==> src/rtl/aes_word_packer_pkg.sv <==
// Shared types and widths for the AES streamer word packer and its control FSM.
package aes_package;

  localparam int AES_WORD_W  = 32;
  localparam int AES_BLOCK_W = 128;

  typedef enum logic [1:0] {
    G_IDLE = 2'd0,
    G_FILL = 2'd1,
    G_HOLD = 2'd2
  } aes_gather_state_t;

  typedef enum logic [0:0] {
    S_IDLE  = 1'b0,
    S_DRAIN = 1'b1
  } aes_scatter_state_t;

  typedef struct packed {
    logic        start;
    logic        clear;
    logic        enable;
    logic [15:0] nblocks;
  } ctrl_packer_t;

  typedef struct packed {
    logic busy;
    logic done;
  } flags_packer_t;

endpackage

==> src/rtl/aes_word_packer.sv <==
// Gathers streamer words into cipher blocks and scatters cipher results back into words,
// counting a fixed number of blocks per job.
module aes_word_packer
  import aes_package::*;
#(
  parameter int WORD_W  = AES_WORD_W,
  parameter int BLOCK_W = AES_BLOCK_W
) (
  input  logic               clk,
  input  logic               reset_n,
  input  logic               clear,
  input  logic               enable,
  input  logic               start,
  input  logic [15:0]        nblocks,
  output logic               busy,
  output logic               done,
  input  logic               in_valid,
  output logic               in_ready,
  input  logic [WORD_W-1:0]  in_data,
  output logic               blk_valid,
  input  logic               blk_ready,
  output logic [BLOCK_W-1:0] blk_data,
  input  logic               res_valid,
  output logic               res_ready,
  input  logic [BLOCK_W-1:0] res_data,
  output logic               out_valid,
  input  logic               out_ready,
  output logic [WORD_W-1:0]  out_data
);

  localparam int NWORDS = BLOCK_W / WORD_W;
  localparam int CNT_W  = $clog2(NWORDS);
  localparam logic [CNT_W-1:0] LAST_WORD = CNT_W'(NWORDS - 1);

  aes_gather_state_t  g_state;
  aes_scatter_state_t s_state;
  logic [CNT_W-1:0]   g_wcnt;
  logic [CNT_W-1:0]   s_wcnt;
  logic [15:0]        g_bcnt;
  logic [15:0]        s_bcnt;
  logic [15:0]        nblocks_r;
  logic [BLOCK_W-1:0] blk_r;
  logic [BLOCK_W-1:0] res_r;
  logic               busy_r;
  logic               done_r;

  logic               start_ok;
  logic               in_fire;
  logic               res_fire;
  logic               out_fire;
  logic [15:0]        g_bcnt_next;
  logic [15:0]        s_bcnt_next;
  logic               job_last;

  assign start_ok    = start && !busy_r;
  assign in_ready    = (g_state == G_FILL) && enable;
  assign blk_valid   = (g_state == G_HOLD);
  assign blk_data    = blk_r;
  assign res_ready   = (s_state == S_IDLE) && busy_r && enable;
  assign out_valid   = (s_state == S_DRAIN);
  assign out_data    = res_r[BLOCK_W-1 -: WORD_W];
  assign busy        = busy_r;
  assign done        = done_r;

  assign in_fire     = in_valid && in_ready;
  assign res_fire    = res_valid && res_ready;
  assign out_fire    = out_valid && out_ready;
  assign g_bcnt_next = g_bcnt + 16'd1;
  assign s_bcnt_next = s_bcnt + 16'd1;
  assign job_last    = out_fire && (s_wcnt == LAST_WORD) && (s_bcnt_next == nblocks_r);

  // Job control: latch the block count, track busy and pulse done.
  always_ff @(posedge clk or negedge reset_n) begin
    if (!reset_n) begin
      busy_r    <= 1'b0;
      done_r    <= 1'b0;
      nblocks_r <= 16'd0;
    end else if (clear) begin
      busy_r    <= 1'b0;
      done_r    <= 1'b0;
      nblocks_r <= 16'd0;
    end else begin
      done_r <= 1'b0;
      if (start_ok) begin
        nblocks_r <= nblocks;
        // An empty job completes at once without ever reporting busy.
        if (nblocks == 16'd0) begin
          done_r <= 1'b1;
        end else begin
          busy_r <= 1'b1;
        end
      end else if (job_last) begin
        done_r <= 1'b1;
        busy_r <= 1'b0;
      end else begin
        busy_r <= busy_r;
      end
    end
  end

  // Gather: shift words in MSW first, then hold the block until the core takes it.
  always_ff @(posedge clk or negedge reset_n) begin
    if (!reset_n) begin
      g_state <= G_IDLE;
      g_wcnt  <= '0;
      g_bcnt  <= 16'd0;
      blk_r   <= '0;
    end else if (clear) begin
      g_state <= G_IDLE;
      g_wcnt  <= '0;
      g_bcnt  <= 16'd0;
      blk_r   <= '0;
    end else begin
      case (g_state)
        G_IDLE: begin
          if (start_ok && (nblocks != 16'd0)) begin
            g_state <= G_FILL;
            g_wcnt  <= '0;
            g_bcnt  <= 16'd0;
          end
        end
        G_FILL: begin
          if (in_fire) begin
            blk_r  <= {blk_r[BLOCK_W-WORD_W-1:0], in_data};
            g_wcnt <= g_wcnt + CNT_W'(1);
            if (g_wcnt == LAST_WORD) begin
              g_state <= G_HOLD;
            end
          end
        end
        G_HOLD: begin
          if (blk_ready) begin
            g_bcnt  <= g_bcnt_next;
            g_state <= (g_bcnt_next == nblocks_r) ? G_IDLE : G_FILL;
          end
        end
        default: g_state <= G_IDLE;
      endcase
    end
  end

  // Scatter: latch a result block and shift it out one word per handshake.
  always_ff @(posedge clk or negedge reset_n) begin
    if (!reset_n) begin
      s_state <= S_IDLE;
      s_wcnt  <= '0;
      s_bcnt  <= 16'd0;
      res_r   <= '0;
    end else if (clear) begin
      s_state <= S_IDLE;
      s_wcnt  <= '0;
      s_bcnt  <= 16'd0;
      res_r   <= '0;
    end else begin
      case (s_state)
        S_IDLE: begin
          if (start_ok) begin
            s_wcnt <= '0;
            s_bcnt <= 16'd0;
          end else if (res_fire) begin
            res_r   <= res_data;
            s_state <= S_DRAIN;
          end
        end
        S_DRAIN: begin
          if (out_fire) begin
            res_r  <= res_r << WORD_W;
            s_wcnt <= s_wcnt + CNT_W'(1);
            if (s_wcnt == LAST_WORD) begin
              s_bcnt  <= s_bcnt_next;
              s_state <= S_IDLE;
            end
          end
        end
        default: s_state <= S_IDLE;
      endcase
    end
  end

endmodule

==> config.mk <==
export PLATFORM = sky130hd
export DESIGN_NAME = aes_word_packer
export DESIGN_NICKNAME = d
export VERILOG_FILES = /design/src/rtl/aes_word_packer_pkg.sv /design/src/rtl/aes_word_packer.sv
export SDC_FILE = /design/constraint.sdc
export NUM_CORES = 1
export LEC_CHECK = 0
export BUFFER_PORTS_ARGS = -buffer_cell sky130_fd_sc_hd__buf_2
export CORE_MARGIN = 1.5
export CORE_UTILIZATION = 39
export CTS_BUF_LIST = sky130_fd_sc_hd__clkbuf_16
export CTS_CLUSTER_DIAMETER = 100
export DETAILED_ROUTE_END_ITERATION = 16
export GPL_TIMING_DRIVEN = 0
export SYNTH_ARGS = -nofsm -noshare
export SYNTH_HDL_FRONTEND = slang
export SYNTH_SLANG_ARGS = --single-unit
==> constraint.sdc <==
create_clock -name clk -period 2.98 [get_ports clk]
set_input_delay 0.149 -clock clk [delete_from_list [all_inputs] [get_ports clk]]
set_output_delay 0.149 -clock clk [all_outputs]
set_load 0.01 [all_outputs]
; ---- Word-level counts from Yosys, hierarchy flattened
; Cells that the tools add are included.
[totals]
ff_bits = 313
input_bits = 185
output_inout_bits = 166
elab_cells = 108
[op_classes]
addsub = 4
n_eq_ne = 16
mux = 48
n_bitwise = 1
reduce_logical = 28
[op_table]
columns = operator, count
row1 = 2-to-1 mux 128 bit, 7
row2 = case mux 128 bit (2 select lines), 1
row3 = 2-to-1 mux 16 bit, 9
row4 = case mux 16 bit (2 select lines), 2
row5 = adder 16 x 1 -> 16 bit (second input constant), 2
row6 = == test 16 bit, 2
row7 = 2-to-1 mux 2 bit, 11
row8 = inequality test 3 bit (second input constant), 6
row9 = zero test 16 bit, 1
row10 = nonzero test 16 bit, 1
row11 = 2-to-1 mux 1 bit, 14
row12 = inequality test 3 x 2 -> 1 bit (second input constant), 4
row13 = AND reduction 3 bit, 4
row14 = logical AND 1 bit, 10
row15 = nonzero test 3 bit, 3
row16 = case mux 2 bit (2 select lines), 2
row17 = == test 2 bit (second input constant), 3
row18 = case mux 2 bit (3 select lines), 1
row19 = AND reduction 2 bit, 3
row20 = nonzero test 2 bit, 3
row21 = adder 2 x 1 -> 2 bit (second input constant), 2
row22 = AND reduction 4 bit, 1
row23 = == test 2 x 1 -> 1 bit (second input constant), 1
row24 = zero test 2 bit, 1
row25 = 3 further kinds, 3

; ---- Depth between registers and ports, before layout
; Gate-level depths: netlist of run 1.
[logic_depth]
ltp_word = 8
depth_mapped = 9

; ---- Least setup slack after synthesis of run 1
; No wires, ideal clock.
[synth_timing]
path_type = register to register
startpoint = register g_bcnt[0]
endpoint = register g_state[0]
setup_time_ps = 148
t_arrival_ps = 2037
setup_slack_ps = 796
path_stages_with_launch = 10
path_buffers = 2
synth_period_minus_slack_ps = 2184
cell_sequence = dfrtp_1 ha_1 buf_2 and4_4 buf_6 a21oi_2 nor3_1 or3b_1 a2111oi_2 a41oi_1
[synth_between]
elab_chain_len = 6
[synth_lines]
columns = element, line_no
row1 = "start, declared", aes_word_packer.sv:39  ; logic [15:0] g_bcnt;
row2 = "start signal, assigned", aes_word_packer.sv:133  ; g_bcnt <= g_bcnt_next;
row3 = adder 16 x 1 -> 16 bit, aes_word_packer.sv:68  ; assign g_bcnt_next = g_bcnt + 16'd1;
row4 = == test 16 bit, aes_word_packer.sv:134  ; g_state <= (g_bcnt_next == nblocks_r) ? G_IDLE : G_FILL;
row5 = 2-to-1 mux 1 bit, aes_word_packer.sv:134
row6 = 2-to-1 mux 2 bit, aes_word_packer.sv:132  ; if (blk_ready) begin
row7 = case mux 2 bit (3 select lines), aes_word_packer.sv:114  ; case (g_state)
row8 = 2-to-1 mux 2 bit, aes_word_packer.sv:108  ; end else if (clear) begin
row9 = "end signal, assigned", aes_word_packer.sv:134
row10 = "end, declared", aes_word_packer.sv:35  ; aes_gather_state_t g_state;
; Every way passes these cells. The select of a mux whose other input is x is not followed.
; A chain may end at the register's enable or synchronous reset.

; ---- Worst setup path after layout of run 1
[layout_timing]
startpoint = register s_bcnt[0]
endpoint = register busy_r, in the netlist busy
[layout_between]
elab_chain_len = 5
[layout_lines]
columns = element, line_no
row1 = "start, declared", aes_word_packer.sv:40  ; logic [15:0] s_bcnt;
row2 = "start signal, assigned", aes_word_packer.sv:170  ; s_bcnt <= s_bcnt_next;
row3 = adder 16 x 1 -> 16 bit, aes_word_packer.sv:69  ; assign s_bcnt_next = s_bcnt + 16'd1;
row4 = == test 16 bit, aes_word_packer.sv:70  ; assign job_last = out_fire && (s_wcnt == LAST_WORD) && (s_bcnt_next == nblocks_r);
row5 = logical AND 1 bit, aes_word_packer.sv:70
row6 = nonzero test 3 bit (no line), --
row7 = AND reduction 2 bit (no line), --
row8 = "end signal, assigned", aes_word_packer.sv:96  ; busy_r <= busy_r;
row9 = "end, declared", aes_word_packer.sv:44  ; logic busy_r;
; Every way passes these cells.

==> flow_summary_export.csv, run 1 <==
group,metric,value,unit
floorplanning,die_y,196,um
drt,ant_nets,0,
placement,dp.final_hpwl,34900,um
drt,drc,0,
timing,finalCritPeriodShare,0.864,
drt,first_pass_iters,5,
critical_path,r2r_setup_slack,0.40,ns
placement,finalWeightedCongestion,0.879,
placement,place_area,0.0169,mm2
critical_path,critPathKind,"reg -> reg",
timing,fin_ws,0.405,ns
critical_path,slowest_stage,"dfrtp_1",
synth,syn-num-nets,1809,
synth,syn-instance-count,1620,
floorplanning,fp.coreArea,0.0365,mm2
timing,setup_viol,0,
placement,portBuffers,350,
critical_path,critPathRequiredTime,3.35,ns
critical_path,r2r-start,"s_bcnt[0]",
drt,drtIter0Drc,755,
critical_path,crit_buf_inv,1,
layout,fin_area,0.0198,mm2
outcome,outcome,"completed",
timing,report.final.slew_viol_count,0,
pwr,p_leak,9.40,nW
timing,tightest_slew,0.732,ns
grt,grt_overflow,0,
synth,synth_cell_types,63,
floorplanning,ioPinCount,351,
critical_path,crit_path_end,"busy",
synth,synth_top_flop_cell,"dfrtp_1",
cts,cts_buffer_depth,3,
timing,max_slew_margin,0.512,
synth,async_reset_ff_frac,1.00,
pwr,vdd.ir_drop.worst,0.323,mV
cts,cts_buffers,38,
drt,drt-total-wl,48300,um
grt,grtUsageTotal,0.254,
critical_path,critical-path-top-delay-family,"simple AND/OR/NAND/NOR gates",
critical_path,critPathLaunch,"s_bcnt[0]",
timing,hold_violations,0,
synth,avgSynthCellArea,8.93,um2
pwr,p_per_area,525,mW/mm2
cts,cts_tree,"done",
synth,syn_area,0.0145,mm2
timing,period_minus_slack,2.58,ns
critical_path,startpoint_type,"register",
grt,grt_pass1_vias,14000,
cts,cts-root-buf,"clkbuf_16",
layout,drive_above_1_share,0.214,
grt,antenna_found_initial,4,
critical_path,crit_chain,"ha_1 -> buf_2 -> and3_1 -> nand3_1 -> xnor2_1 -> or3_1 -> nor4_1 -> a41oi_1",
critical_path,cp_slowest_stage_delay,0.47,ns
floorplanning,rows,70,
timing,rsz0062_at_grt,"no",
layout,nNetsFinal,2381,
grt,grt_max_degree,109,
critical_path,critPathMaxFanout,7,
synth,synth_top_area_cell,"dfrtp_1",
layout,area_growth_syn_to_layout,37.1,%
placement,place_ws,0.449,ns
synth,synthTopCellsByArea,"dfrtp_1 (54%), nand2_1 (10%), nor2_1 (5.9%), a221oi_1 (5.9%), a21oi_1 (5.5%)",
cts,ctsHoldBuffers,179,
cts,postCtsResizedCells,0,
critical_path,endpoint_kind,"register",
drt,vias,14000,
synth,synth_top_area_share,0.542,
timing,tns,0,ns
synth,synth-seq-cells,313,
synth,synth_common_cells,"nand2_1 (392), dfrtp_1 (313), nor2_1 (229), a21oi_1 (160), clkbuf_1 (100)",
floorplanning,die-width,196,um
pwr,power,0.0104,W
grt,grt_pass1_wl,77100,um
critical_path,crit_cells,8,
timing,fmax,388,MHz
layout,final_core_util,0.543,
synth,ys_seq_area_frac,0.542,
critical_path,reg2regPathDepth,8,
drt,via_per_inst,5.22,
synth,synth_edf_count,0,
drt,routedWlPerCell,17.9,um
timing,fin_skew,0.0135,ns
job,cap_violations,0,
critical_path,crit_arrival,2.95,ns
cts,postCtsSetupBuffers,0,
cts,h-tree-depth,2,
cts,cts_sinks,313,
critical_path,r2r-end,"busy",
synth,yosysMostFrequentCell,"nand2_1",
floorplanning,initial_core_util,0.396,
floorplanning,die_area,0.0382,mm2
synth,ys.warnings.count,0,
cts,insertion_delay,0.53,ns
cts,clkTransAtPathRegs,0.06,ns
worst_hold_path,hold_class,"in -> reg",
==> state kept, by name (all words and copies together) (netlist names) <==
name,count
s_wcnt,2
g_bcnt,16
s_bcnt,16
blk_data,128
busy,1
res_r,128
g_wcnt,2
out_valid,1
g_state,2
nblocks_r,16
done,1
==> cell families after synthesis <==
logic type	after synthesis	share of synthesized area
AO/OA/AOI/OAI	351	0.157
XOR/XNOR	42	0.0254
adder cells (fa/ha/maj)	4	0.00346
buffers and inverters	165	0.0537
flip-flops	313	0.542
multiplexers	5	0.00372
AND/OR/NAND/NOR	740	0.215
==> cells in the final DEF (no fill, tap or decap), types with 3 or more instances in the layout <==
| cell type | n |
|---|---|
| and3_1 | 9 |
| o21ai_0 | 46 |
| clkinv_1 | 5 |
| a31oi_1 | 9 |
| inv_1 | 21 |
| xor2_1 | 16 |
| dlygate4sd3_1 | 179 |
| clkbuf_16 | 38 |
| nand2b_1 | 4 |
| nor3_2 | 4 |
| ha_1 | 4 |
| nand2_1 | 392 |
| clkinv_2 | 3 |
| clkbuf_1 | 100 |
| nand4_2 | 3 |
| nor2b_1 | 3 |
| buf_16 | 3 |
| buf_4 | 37 |
| buf_1 | 10 |
| o21ai_1 | 7 |
| mux2_2 | 3 |
| dfrtp_1 | 313 |
| and2_1 | 4 |
| or3_1 | 5 |
| nand4_1 | 8 |
| nand3_1 | 52 |
| a221oi_1 | 97 |
| a41oi_1 | 4 |
| xnor2_1 | 26 |
| a21oi_1 | 160 |
| buf_2 | 358 |
| nor4_1 | 5 |
| diode_2 | 3 |
| nor3_1 | 4 |
| o31ai_1 | 9 |
| nor2_1 | 229 |
==> stage by stage <==
stage,hold WS [ns],std cells
finish,0.0189,2689
detailed placement,0.138,2441
CTS,0.00997,2686
global placement,0.372,2438
floorplan,-0.147,1620
global route,0.0413,2689
==> layer usage <==
layer | global-route usage | part of all wire | vias up
met5 | 0 | 0.00035 | -
met1 | 0.325 | 0.42 | 6765
li1 | - | - | 6671
met2 | 0.432 | 0.48 | 504
met3 | 0.0447 | 0.062 | 102
met4 | 0.0884 | 0.032 | 2
==> area by class of cell <==
type / instances / area (um2)
Antenna cell: 3 / 7.51
Buffer: 157 / 747
Clock buffer: 38 / 951
Clock inverter: 28 / 191
Fill cell: 3285 / 16700
Inverter: 8 / 30.0
Multi-Input combinational cell: 1142 / 5850
Sequential cell: 313 / 7830
Tap cell: 468 / 586
Timing Repair Buffer: 532 / 3640
==> power by group <==
| part | total, W | switching (W) | leakage [nW] | internal, W |
|---|---|---|---|---|
| clock network | 0.00430 | 0.00181 | 0.602 | 0.00249 |
| logic | 0.00142 | 0.000786 | 4.66 | 0.000629 |
| registers | 0.00469 | 0.000185 | 4.14 | 0.00451 |
| total | 0.0104 | 0.00278 | 9.40 | 0.00762 |
==> worst min-delay path by stage <==
| stage | start | to | slack [ns] | depth (start not counted) |
|---|---|---|---|---|
| 6_report | res_valid | out_valid | 0.02 | 3 |
| 3_3_place_gp | res_data[21] | res_r[21] | 0.37 | 3 |
| 5_1_grt | res_valid | out_valid | 0.04 | 3 |
| 3_5_place_dp | reset_n | blk_data[100] | 0.14 | 1 |
| 2_1_floorplan | reset_n | blk_data[0] | -0.15 | 0 |
| 4_1_cts | res_valid | out_valid | 0.01 | 3 |
==> tightest hold or removal path: stages <==
cell     delay [ns]
buf_2          0.10
nand2_1        0.16
a21oi_1        0.09
No activity file was read; power rests on OpenSTA's default activity.
==> inputs of run 2 (changes only) <==
Settings changed: HOLD_SLACK_MARGIN set to 0.12.
==> flow_summary_export.csv, run 2 (synthesis results as in run 1) <==
group,metric,value,unit
drt,routedWlPerCell,18.0,um
pwr,vdd.ir_drop.worst,0.324,mV
critical_path,slowest_stage,"dfrtp_1",
layout,fillers,3281,
grt,grt_pass1_wl,77200,um
grt,met3_usage,0.0447,
cts,postCtsResizedCells,0,
timing,tns,0,ns
pwr,pwr-share-seq,0.451,
grt,grt_pass1_vias,14100,
pwr,power,0.0104,W
floorplanning,die-width,196,um
timing,setup_viol,0,
critical_path,critPathRequiredTime,3.35,ns
cts,cts_tree,"done",
placement,portBuffers,350,
cts,clkTransAtPathRegs,0.05,ns
timing,period_minus_slack,2.55,ns
floorplanning,initial_core_util,0.396,
layout,layout_common_cells,"nand2_1 (392), buf_2 (358), dfrtp_1 (313)",
layout,multi_input_area,0.00585,mm2
pwr,switching_power,0.00278,W
grt,antenna_found_initial,4,
timing,rsz0062_at_grt,"no",
grt,grtUsageTotal,0.254,
pwr,power_frac_comb,0.136,
grt,grt_overflow,0,
timing,finalCritPeriodShare,0.857,
drt,drc,0,
timing,holdWs,0.151,ns
grt,top_usage_layer,"met2",
critical_path,endpoint_kind,"register",
pwr,p_leak,9.41,nW
grt,grt_max_degree,109,
cts,cts_sinks,313,
floorplanning,fp.coreArea,0.0365,mm2
cts,insertion_delay,0.53,ns
drt,first_pass_iters,5,
drt,via_per_inst,5.21,
placement,finalWeightedCongestion,0.879,
timing,tightest_slew,0.712,ns
critical_path,cp_slowest_stage_delay,0.47,ns
drt,vias,14000,
timing,fmax,391,MHz
timing,report.final.slew_viol_count,0,
placement,dp.final_hpwl,34900,um
pwr,netSwitchingFraction,0.267,
cts,cts-root-buf,"clkbuf_16",
critical_path,crit_arrival,2.92,ns
worst_hold_path,hold_class,"in -> async",
timing,hold_violations,0,
critical_path,r2r_setup_slack,0.43,ns
layout,layout_commonest_cell,"nand2_1",
outcome,outcome,"completed",
layout,nNetsFinal,2384,
cts,cts_buffer_depth,3,
floorplanning,die_area,0.0382,mm2
layout,regArea,0.00783,mm2
drt,ant_nets,0,
drt,drtIter0Drc,754,
pwr,internal_power,0.00762,W
pwr,p_per_area,524,mW/mm2
critical_path,critPathMaxFanout,7,
cts,cts_buffers,38,
cts,h-tree-depth,2,
layout,area_growth_syn_to_layout,37.4,%
grt,met1_usage,0.325,
job,cap_violations,0,
critical_path,crit_chain,"ha_1 -> buf_2 -> and3_1 -> nand3_1 -> xnor2_1 -> or3_1 -> nor4_1 -> a41oi_1",
grt,grtUsageMet2,0.433,
floorplanning,ioPinCount,351,
timing,max_slew_margin,0.526,
layout,drive_above_1_share,0.214,
layout,final_core_util,0.544,
drt,drt-total-wl,48400,um
pwr,clockPowerShare,0.413,
floorplanning,die_y,196,um
critical_path,critPathKind,"reg -> reg",
floorplanning,rows,70,
timing,fin_skew,0.0130,ns
critical_path,startpoint_type,"register",
run 2: cell types whose count changed in the layout (fill, tap and decap cells not counted):
cell           previous run  this run
dlygate4sd3_1           179       182
run 2: repair_timing:
item,CTS,global route
hold buffers,182,0
buffers inserted,0,0
endpoints found under the hold margin,386,0
run 2: area by class of cell:
class,count,share of cell area
inverters,8,0.00151
diodes,3,0.000378
well taps,468,0.0295
plain buffers,157,0.0376
multi-input cells,1142,0.295
repair buffers,535,0.185
flip-flops and latches,313,0.394
clock buffers,38,0.0479
clock inverters,28,0.00964
run 2: power groups by stage:
stage	sequential (W)	combinational, W	clock [W]
3_5_place_dp	0.00476	0.00122	0
2_1_floorplan	0.00470	0.000682	0
6_report	0.00469	0.00142	0.00430
4_1_cts	0.00468	0.00142	0.00439
3_3_place_gp	0.00475	0.00119	0
5_1_grt	0.00472	0.00157	0.00457
run 2: final timing paths:
| check | from | endpoint | cells after the start |
|---|---|---|---|
| max | s_bcnt[0] | busy | 8 |
| min | reset_n | blk_data[100] | 2 |
| max reg2reg | s_bcnt[0] | busy | 8 |
| min reg2reg | res_r[25] | res_r[25] | 2 |
| max in group asynchronous | reset_n | res_r[53] | 4 |
| min in group clk | enable | g_state[0] | 5 |
run 2: routing by layer:
layer  up-vias  routed length (um)  share of wire
met4         2                1530          0.032
met1      6730               20500           0.42
li1       6679                   -              -
met2       521               23300           0.48
met3        97                3030          0.063
met5         -                  17        0.00035
run 2: through the flow:
stage	setup WS, ns	area, um2	cells
finish	0.425	19900	2692
global placement	-4.46	16800	2438
floorplan	0.796	14500	1620
detailed placement	0.449	16900	2441
global route	0.232	19900	2692
CTS	0.449	19900	2689
run 2: critical path, delay by kind of cell, from the launching register on:
family,cells,cell delay (ns)
compound gates,1,0.18
xor+xnor,1,0.17
fa+ha+maj,1,0.19
buf+inv,1,0.17
flops,1,0.47
simple gates,4,1.22
